**src/rtl/exp_align_sequencer_pkg.sv**
```systemverilog
// Shared types and sizing helpers for the exponent-alignment sequencer.
package exp_align_sequencer_pkg;

  typedef enum logic [1:0] {
    ST_IDLE  = 2'd0,
    ST_SHIFT = 2'd1,
    ST_DONE  = 2'd2
  } state_e;

  localparam int DEF_SIZE_EXP   = 8;
  localparam int DEF_SIZE_MAN   = 24;
  localparam int DEF_SHIFT_STEP = 4;
  localparam int W              = DEF_SIZE_MAN + 3;

  function automatic int rem_width(input int w);
    return $clog2(w + 1);
  endfunction

  localparam int REM_W = rem_width(W);

endpackage

```
**src/rtl/exp_align_sequencer_if.sv**
```systemverilog
// Operand and result handshake bundle between upstream, the sequencer and the mantissa adder.
interface exp_align_sequencer_if
  import exp_align_sequencer_pkg::*;
#(
  parameter int SIZE_EXP = DEF_SIZE_EXP,
  parameter int SIZE_MAN = DEF_SIZE_MAN
);
  logic                  i_valid;
  logic                  o_ready;
  logic [SIZE_EXP-1:0]   i_exp_a;
  logic [SIZE_EXP-1:0]   i_exp_b;
  logic [SIZE_MAN-1:0]   i_man_a;
  logic [SIZE_MAN-1:0]   i_man_b;
  logic                  o_valid;
  logic                  i_ready;
  logic [SIZE_EXP-1:0]   o_exp_greater;
  logic [SIZE_MAN+2:0]   o_man_greater;
  logic [SIZE_MAN+2:0]   o_man_aligned;
  logic                  o_swap;
  logic                  o_busy;

  modport slave (
    input  i_valid, i_exp_a, i_exp_b, i_man_a, i_man_b, i_ready,
    output o_ready, o_valid, o_exp_greater, o_man_greater, o_man_aligned, o_swap, o_busy
  );

  modport master (
    output i_valid, i_exp_a, i_exp_b, i_man_a, i_man_b, i_ready,
    input  o_ready, o_valid, o_exp_greater, o_man_greater, o_man_aligned, o_swap, o_busy
  );
endinterface

```
**src/rtl/exp_align_sequencer_step.sv**
```systemverilog
// One bounded right-shift step of the aligned mantissa with sticky accumulation.
module exp_align_step
  import exp_align_sequencer_pkg::*;
#(
  parameter int WIDTH      = W,
  parameter int RW         = REM_W,
  parameter int SHIFT_STEP = DEF_SHIFT_STEP
) (
  input  logic [WIDTH-1:0] v_in,
  input  logic [RW-1:0]    rem_in,
  output logic [WIDTH-1:0] v_out,
  output logic [RW-1:0]    rem_out
);
  localparam logic [RW-1:0] STEP = RW'(SHIFT_STEP);

  logic [RW-1:0] s;
  logic          sticky;

  // Bit 0 becomes the OR of every bit that falls off plus the old sticky bit.
  always_comb begin
    s      = (rem_in < STEP) ? rem_in : STEP;
    sticky = 1'b0;
    for (int i = 0; i < WIDTH; i++) begin
      if (i <= int'(s)) sticky = sticky | v_in[i];
    end
    v_out    = v_in >> s;
    v_out[0] = sticky;
    rem_out  = rem_in - s;
  end
endmodule

```
**src/rtl/exp_align_sequencer.sv**
```systemverilog
// Operand-alignment controller: picks the larger exponent and shifts the other
// mantissa right by the difference a few bits per cycle, keeping guard/round/sticky.
module exp_align_sequencer
  import exp_align_sequencer_pkg::*;
#(
  parameter int SIZE_EXP   = DEF_SIZE_EXP,
  parameter int SIZE_MAN   = DEF_SIZE_MAN,
  parameter int SHIFT_STEP = DEF_SHIFT_STEP
) (
  input  logic           i_clk,
  input  logic           i_rst_n,
  exp_align_sequencer_if.slave bus
);
  localparam int AW  = SIZE_MAN + 3;
  localparam int ARW = rem_width(AW);

  state_e               state_q, state_d;
  logic [SIZE_EXP-1:0]  exp_greater_q, exp_greater_d;
  logic [AW-1:0]        man_greater_q, man_greater_d;
  logic [AW-1:0]        v_q, v_d, v_step;
  logic [ARW-1:0]       rem_q, rem_d, rem_step;
  logic                 swap_q, swap_d;

  logic                 in_swap;
  logic [SIZE_EXP-1:0]  exp_big, exp_small, exp_diff;
  logic [SIZE_MAN-1:0]  man_big, man_small;
  logic [ARW-1:0]       rem_init;

  exp_align_step #(
    .WIDTH      (AW),
    .RW         (ARW),
    .SHIFT_STEP (SHIFT_STEP)
  ) u_step (
    .v_in    (v_q),
    .rem_in  (rem_q),
    .v_out   (v_step),
    .rem_out (rem_step)
  );

  // Distances at or beyond the register width all collapse to "shift everything into sticky".
  always_comb begin
    in_swap   = bus.i_exp_a < bus.i_exp_b;
    exp_big   = in_swap ? bus.i_exp_b : bus.i_exp_a;
    exp_small = in_swap ? bus.i_exp_a : bus.i_exp_b;
    man_big   = in_swap ? bus.i_man_b : bus.i_man_a;
    man_small = in_swap ? bus.i_man_a : bus.i_man_b;
    exp_diff  = exp_big - exp_small;
    if (int'(exp_diff) >= AW) rem_init = ARW'(AW);
    else                      rem_init = ARW'(exp_diff);
  end

  always_comb begin
    state_d       = state_q;
    exp_greater_d = exp_greater_q;
    man_greater_d = man_greater_q;
    v_d           = v_q;
    rem_d         = rem_q;
    swap_d        = swap_q;
    case (state_q)
      ST_IDLE: begin
        if (bus.i_valid) begin
          exp_greater_d = exp_big;
          man_greater_d = {man_big, 3'b000};
          v_d           = {man_small, 3'b000};
          rem_d         = rem_init;
          swap_d        = in_swap;
          state_d       = (rem_init == '0) ? ST_DONE : ST_SHIFT;
        end
      end
      ST_SHIFT: begin
        v_d   = v_step;
        rem_d = rem_step;
        if (rem_step == '0) state_d = ST_DONE;
      end
      ST_DONE: begin
        if (bus.i_ready) state_d = ST_IDLE;
      end
      default: state_d = ST_IDLE;
    endcase
  end

  always_ff @(posedge i_clk or negedge i_rst_n) begin
    if (!i_rst_n) begin
      state_q       <= ST_IDLE;
      exp_greater_q <= '0;
      man_greater_q <= '0;
      v_q           <= '0;
      rem_q         <= '0;
      swap_q        <= 1'b0;
    end else begin
      state_q       <= state_d;
      exp_greater_q <= exp_greater_d;
      man_greater_q <= man_greater_d;
      v_q           <= v_d;
      rem_q         <= rem_d;
      swap_q        <= swap_d;
    end
  end

  assign bus.o_ready       = (state_q == ST_IDLE);
  assign bus.o_valid       = (state_q == ST_DONE);
  assign bus.o_busy        = (state_q != ST_IDLE);
  assign bus.o_exp_greater = exp_greater_q;
  assign bus.o_man_greater = man_greater_q;
  assign bus.o_man_aligned = v_q;
  assign bus.o_swap        = swap_q;
endmodule

```
**src/flat_wrapper.sv**
```systemverilog
// flat-port wrapper written by rule: the top's interface ports become plain ports
module exp_align_sequencer_flat import exp_align_sequencer_pkg::*;
#(
  parameter int SIZE_EXP   = DEF_SIZE_EXP,
  parameter int SIZE_MAN   = DEF_SIZE_MAN,
  parameter int SHIFT_STEP = DEF_SHIFT_STEP
)
  (i_clk, i_rst_n, bus_i_valid, bus_i_exp_a, bus_i_exp_b, bus_i_man_a, bus_i_man_b, bus_i_ready, bus_o_ready, bus_o_valid, bus_o_exp_greater, bus_o_man_greater, bus_o_man_aligned, bus_o_swap, bus_o_busy);
  exp_align_sequencer_if #(.SIZE_EXP(SIZE_EXP), .SIZE_MAN(SIZE_MAN)) bus_i ();
  input  logic i_clk;
  input  logic i_rst_n;
  input wire logic [$bits(bus_i.i_valid)-1:0] bus_i_valid;
  input wire logic [$bits(bus_i.i_exp_a)-1:0] bus_i_exp_a;
  input wire logic [$bits(bus_i.i_exp_b)-1:0] bus_i_exp_b;
  input wire logic [$bits(bus_i.i_man_a)-1:0] bus_i_man_a;
  input wire logic [$bits(bus_i.i_man_b)-1:0] bus_i_man_b;
  input wire logic [$bits(bus_i.i_ready)-1:0] bus_i_ready;
  output wire logic [$bits(bus_i.o_ready)-1:0] bus_o_ready;
  output wire logic [$bits(bus_i.o_valid)-1:0] bus_o_valid;
  output wire logic [$bits(bus_i.o_exp_greater)-1:0] bus_o_exp_greater;
  output wire logic [$bits(bus_i.o_man_greater)-1:0] bus_o_man_greater;
  output wire logic [$bits(bus_i.o_man_aligned)-1:0] bus_o_man_aligned;
  output wire logic [$bits(bus_i.o_swap)-1:0] bus_o_swap;
  output wire logic [$bits(bus_i.o_busy)-1:0] bus_o_busy;
  assign bus_i.i_valid = bus_i_valid;
  assign bus_i.i_exp_a = bus_i_exp_a;
  assign bus_i.i_exp_b = bus_i_exp_b;
  assign bus_i.i_man_a = bus_i_man_a;
  assign bus_i.i_man_b = bus_i_man_b;
  assign bus_i.i_ready = bus_i_ready;
  assign bus_o_ready = bus_i.o_ready;
  assign bus_o_valid = bus_i.o_valid;
  assign bus_o_exp_greater = bus_i.o_exp_greater;
  assign bus_o_man_greater = bus_i.o_man_greater;
  assign bus_o_man_aligned = bus_i.o_man_aligned;
  assign bus_o_swap = bus_i.o_swap;
  assign bus_o_busy = bus_i.o_busy;
  exp_align_sequencer #(.SIZE_EXP(SIZE_EXP), .SIZE_MAN(SIZE_MAN), .SHIFT_STEP(SHIFT_STEP)) u_core (.i_clk(i_clk), .i_rst_n(i_rst_n), .bus(bus_i));
endmodule
```
**config.mk**
```make
export PLATFORM = sky130hd
export DESIGN_NAME = exp_align_sequencer_flat
export DESIGN_NICKNAME = d
export VERILOG_FILES = /design/src/rtl/exp_align_sequencer_pkg.sv /design/src/rtl/exp_align_sequencer_if.sv /design/src/rtl/exp_align_sequencer_step.sv /design/src/rtl/exp_align_sequencer.sv /design/src/flat_wrapper.sv
export SDC_FILE = /design/constraint.sdc
export NUM_CORES = 1
export LEC_CHECK = 0
export CAP_MARGIN = 10
export CORE_ASPECT_RATIO = 0.9
export CORE_UTILIZATION = 45
export CTS_CLUSTER_SIZE = 14
export DETAILED_ROUTE_END_ITERATION = 6
export PLACE_DENSITY = 0.75
export SETUP_SLACK_MARGIN = 0.5
export SYNTH_ARGS = -nofsm -noshare
export SYNTH_HDL_FRONTEND = slang
export SYNTH_HIERARCHICAL = 1
export SYNTH_SLANG_ARGS = --single-unit
```
**constraint.sdc**
```tcl
create_clock -name i_clk -period 3.7 [get_ports i_clk]
set_input_delay 0.74 -clock i_clk [delete_from_list [all_inputs] [get_ports i_clk]]
set_output_delay 0.74 -clock i_clk [all_outputs]
set_load 0.01 [all_outputs]
```
# Yosys cells after proc, flatten, opt, wreduce, memory -nomap -nowiden
# Cells that the tools add are included.
# classes
add_sub_neg	2
n_lt_le_gt_ge	29
eq_ne	5
n_shift	1
mux	41
bitwise	26
n_reduce_logical	8
# op_table
op	count
5-bit <= comparator (first input constant)	11
27-bit one-hot mux with 2 select lines	1
24-bit two-way mux	2
4-bit by 5-bit <= comparator with 1-bit output (first input constant)	8
27-bit two-way mux	1
27-bit by 5-bit >> shifter with 27-bit output	1
1-bit two-way mux	26
1-bit bitwise OR	26
3-bit by 5-bit <= comparator with 1-bit output (first input constant)	4
8-bit two-way mux	2
5-bit two-way mux	3
2-bit by 5-bit <= comparator with 1-bit output (first input constant)	2
5-bit logical NOT	2
5-bit one-hot mux with 2 select lines	1
8-bit by 5-bit greater-or-equal comparator with 1-bit output (second input constant)	1
8-bit < comparator	1
2-bit two-way mux	4
8-bit subtractor	1
2-bit one-hot mux with 3 select lines	1
1-bit by 5-bit <= comparator with 1-bit output (first input constant)	1
5-bit by 3-bit < comparator with 1-bit output (second input constant)	1
5-bit subtractor	1
2-bit inequality test (second input constant)	2
2-bit AND reduction	2
6 further kinds	7
# word_totals
reg_bits	67
inputBits	68
word_cells	118

# Logic depth before layout (Yosys ltp)
# depth
ltp_word	55
depth_mapped	15
ltp_nobuf	14

# Cells and area by module
# Netlist, hierarchy kept.
# modules_own_cells
module	n_inst	cells_per_inst	area_per_inst_um2
exp_align_sequencer	1	450	3897.5
exp_align_step	1	151	1006.0

# Worst setup path before layout
# Ideal clock, no wire load.
# synth_timing
path_type	in2reg
from	in bus_i_exp_b[1]
to	reg u_core.state_q[0]
setup_time_ns	0.129
arrival_time_ns	3.591
required_time_ns	3.571
setup_slack_ns	-0.019
cell_stages	13
path_buffers	0
path_cell_list	inv_1 > ha_1 > and2b_1 > o211ai_2 > a21oi_2 > nor2_1 > a31oi_1 > ha_1 > or4_1 > o211ai_2 > or4b_1 > a2111oi_2 > o21ai_1
# synth_via
elab_chain_len	9
word_cells_on_any_way	10
classes_between	add/sub (1); order compare (2); mux (6); reduce/logical (1)
# synth_lines
item	line	text
from (decl)	flat_wrapper.sv:14	input wire logic [$bits(bus_i.i_exp_b)-1:0] bus_i_exp_b;
8-bit < comparator	exp_align_sequencer.sv:42	in_swap = bus.i_exp_a < bus.i_exp_b;
8-bit two-way mux (on tied branches)	exp_align_sequencer.sv:43, exp_align_sequencer.sv:44	
8-bit subtractor (*)	exp_align_sequencer.sv:47	exp_diff = exp_big - exp_small;
8-bit by 5-bit greater-or-equal comparator with 1-bit output	exp_align_sequencer.sv:48	if (int'(exp_diff) >= AW) rem_init = ARW'(AW);
5-bit two-way mux (*)	exp_align_sequencer.sv:48	
5-bit logical NOT (*)	exp_align_sequencer.sv:67	state_d = (rem_init == '0) ? ST_DONE : ST_SHIFT;
2-bit two-way mux (*)	exp_align_sequencer.sv:67	
2-bit two-way mux (*)	exp_align_sequencer.sv:61	if (bus.i_valid) begin
2-bit one-hot mux with 3 select lines (*)	exp_align_sequencer.sv:59	case (state_q)
to (signal assigned)	exp_align_sequencer.sv:91	state_q <= state_d;
to (decl)	exp_align_sequencer.sv:17	state_e state_q, state_d;
# Mark *: on every way between the ends. The rest lies on a longest branch, timed or not. The select of a mux whose other input is x is not followed.
# A chain may end at the register's enable or synchronous reset.

# Worst setup path in the final report
# Ends and elaborated chain as after synthesis.

==> metrics.md <==
| Metric | Value |
|---|---|
| Status | finished with violations |
| Failing checks | design-rule violations |
| Clock Path Buffers | 2 |
| Die Height | 101 microns |
| Register area share after synthesis | 34.2% |
| Clk sinks | 67 |
| HP Class | input port to asynchronous set/reset pin |
| Synthesized area per cell | 8.16 sq um |
| Post-synth EDFFs | 0 |
| Leakage | 3.13 nW |
| Residual DRC | 3 |
| Sw Ratio | 41.4% |
| Crit-path max cell delay | 0.53 ns |
| Inserted Clock Buffers | 9 |
| Skew-Pair Late Insertion Delay | 0.32 ns |
| Sequential power share | 27.5% |
| Worst Max-Slew Pin Slew | 0.723 ns |
| Synth top area cells | dfrtp_1 (34%), mux2i_1 (9.4%), nand2_1 (8.3%) |
| Arrival time worst endpoint | 3.46 ns |
| # H-tree levels | 3 |
| Slew Viols, Final | 0 |
| Synthesis-to-layout area growth | 46.0% |
| Final Cycle Share | 88.1% |
| Worst path cell trace | buf_12 -> inv_12 -> ha_4 -> and2b_2 -> o211ai_4 -> a21o_1 -> a21oi_2 -> a31oi_2 -> ha_2 -> or4_4 -> o211ai_2 -> or4b_4 -> a2111oi_4 -> o21ai_1 |
| Drt first-iter violations | 417 |
| Die Span X | 112 microns |
| Cells after Synth | 601 |
| Top cell type by total area after synthesis | dfrtp_1 |
| IO buf count | 130 |
| # rows | 35 |
| Synth Register Bits | 67 |
| Yosys top cell area share | 34.2% |
| RR Endpoint | u_core/state_q[1] |
| Total grt overflow | 0 |
| Synth warnings | 6 |
| Post-DP Area | 0.00665 sq mm |
| Post-Layout Cell Count | 901 |
| Final #Nets | 845 |
| Vias in the first global route | 5001 |
| Core area | 0.0104 sq mm |
| Final Critical Period | 3.26 ns |
| Root Driver | clkbuf_16 |
| Worst-case reg-to-reg path depth | 9 |
| Unrepaired setup endpoints after global routing | true |
| Die ar. | 0.0113 sq mm |
| CP startpoint | bus_i_exp_b[1] |
| HPWL Detailed | 11400 microns |
| Clock share of power | 16.3% |
| Startpoint types | input port |
| Largest net degree at the start of global routing | 56 |
| CTS tree | yes |
| Max FO, Critical Path | 2 |
| Diode count | 0 |
| Ys async rst share | 100% |
| Worst slew margin | 51.6% |
| Max-Cap Viols | 0 |
| Initial antenna violation count | 0 |
| GRT Total Usage | 28.5% |
| Vias | 5222 |
| Peak VDD IR | 0.343 mV |
| Drt first pass iters | 7 |
| Final-report setup violation count | 0 |
| Slowest CP cell | or4_4 |
| CP required | 3.90 ns |
| Internal Pwr Total | 3.07 mW |
| Clk slew on worst S/H paths | 0.06 ns |
| Logic pwr share | 56.2% |
| Starting Density | 47.0% |
| Number of distinct library cells after synthesis | 59 |
| CP endpoint | u_core/state_q[0] |
| ANT nets after route | 0 |
| Worst Setup End Kind | flip-flop |
| First-pass GRT wire length | 25400 microns |
| Layout cells sized above 1 | 20.2% |
| Hold-fix buffers, CTS | 0 |
| RePlAce Congestion | 0.891 |
| Io pins | 134 |
| Most used DFF post-synth | dfrtp_1 |
| Post-Syn Area | 0.00490 sq mm |
| Drt via density | 5.80 |
| Kind of critical path | input port to flip-flop |
| Place WS | -0.402 ns |
| Worst setup margin | 0.442 ns |
| Design area | 0.00716 sq mm |
| Register-to-register setup slack | 1.05 ns |
| Avg WL per Cell | 17.5 microns |
| Reg2Reg Launch Point | u_core/rem_q[2] |
| Net Switching | 2.17 mW |
| Max Freq | 0.307 GHz |
| Power Density | 732 mW/mm^2 |
| Post-Place Cells | 870 |
| Total wire length | 15800 microns |
| Hold Vio Cnt, Final | 0 |
| Clock Skew | 0.00769 ns |
## flip-flops by register name (all words and copies together) (netlist names)
signal                    count
u_core/bus.o_man_greater     24
u_core/bus.o_exp_greater      8
u_core/bus.o_swap             1
u_core/bus.o_man_aligned     27
u_core/state_q                2
u_core/rem_q                  5
## how the worst min path moves through the flow
| stage | from | endpoint | slack [ns] | cells after the start |
|---|---|---|---|---|
| after floorplan | i_rst_n | u_core/bus.o_exp_greater[0] | 0.44 | 0 |
| after global placement | u_core/bus.o_exp_greater[4] | u_core/bus.o_exp_greater[4] | 0.46 | 2 |
| after detailed placement | u_core/bus.o_exp_greater[4] | u_core/bus.o_exp_greater[4] | 0.47 | 2 |
| after CTS | i_rst_n | u_core/bus.o_man_aligned[18] | 0.33 | 1 |
| after global routing | i_rst_n | u_core/bus.o_man_aligned[18] | 0.35 | 1 |
| final | i_rst_n | u_core/bus.o_man_aligned[18] | 0.33 | 1 |
## through the flow
step | setup TNS (ns) | hold slack [ns] | total power, mW | utilization, %
after detailed placement | -2.01 | 0.472 | 4.29 | 63.8
after floorplan | 0 | 0.444 | 3.08 | -
after CTS | 0 | 0.335 | 5.21 | 68.5
final | 0 | 0.329 | 5.24 | 68.7
after global routing | 0 | 0.346 | 5.60 | 68.7
after global placement | -1.35 | 0.463 | 4.20 | 63.8
## metal layers
layer | vias to the layer above | share of wire (%) | GRT usage (%) | wire length (microns)
met3 | 20 | 6.8 | 4.69 | 1070
met1 | 2518 | 46 | 40.0 | 7330
met2 | 200 | 45 | 45.8 | 7140
li1 | 2484 | - | - | -
met4 | 0 | 1.4 | 7.38 | 218
met5 | - | 0 | 0 | 0
## power groups by stage
stage	sequential (mW)	combinational, mW	clock, mW
finish	1.44	2.94	0.853
global route	1.50	3.20	0.901
CTS	1.44	2.91	0.871
detailed placement	1.44	2.85	0
global placement	1.43	2.78	0
floorplan	1.50	1.58	0
## cell families (layout without fill, tap and decap cells)
family	count (synthesis)	in the layout	synth area share (%)
and+or+nand+nor	213	213	19.0
AOI/OAI and AO/OA	185	185	24.6
DFF	67	67	34.2
buffers and inverters	62	231	5.64
muxes	60	60	13.5
adders and majority gates	10	10	2.55
other	2	4	0.153
xor gates and xnor gates	2	2	0.357
## Yosys cell counts (3+ instances only)
library cell and number:
o21a_1 4, inv_1 15, a21o_1 3, nand3_1 7, o21ai_0 53, nand2b_1 10, clkbuf_1 31, ha_1 10
a21oi_1 28, nor2b_1 9, buf_2 8, mux4_2 4, a211oi_1 7, a22o_1 5, nor2_1 56, buf_4 5
mux2_2 10, a22oi_1 27, a31oi_1 32, mux2i_1 46, dfrtp_1 67, and3_1 3, o221ai_1 6, nand2_1 108
## timing repair
action | in CTS | in global routing
resized for setup | 84 | 14
pin swaps | 24 | 12
buffers inserted | 13 | 2
setup endpoints to repair | 16 | 7
## cell usage in the layout, fill, tap and decap left out, types with 4 or more instances in the layout
cell / instances
a211oi_1: 7
a21oi_1: 23
a22o_1: 5
a22oi_1: 27
a31oi_1: 29
buf_2: 11
buf_4: 68
buf_6: 4
clkbuf_16: 9
clkdlybuf4s50_1: 113
conb_1: 4
dfrtp_1: 67
ha_4: 7
inv_1: 7
inv_2: 7
mux2_2: 10
mux2i_1: 45
mux4_2: 4
nand2_1: 108
nand2b_1: 10
nand3_1: 7
nor2_1: 55
nor2b_1: 8
o21a_1: 4
o21ai_0: 52
o221ai_1: 5
## cell type report
class	instances	area, sq um
multi-input combinational	474	3180
clock inverter	6	65.1
inverter	15	68.8
timing repair buffer	200	1780
clock buffer	10	229
tap	129	161
sequential	67	1680
fill	851	3260
## worst max-delay path, delay by kind of cell
kind,cells,cell delay (ns)
AO/OA/AOI/OAI,7,0.93
adder cells (fa/ha/maj),2,0.47
buffers and inverters,2,0.12
AND/OR/NAND/NOR,3,1.20
Power figures use the tool's default switching activity.
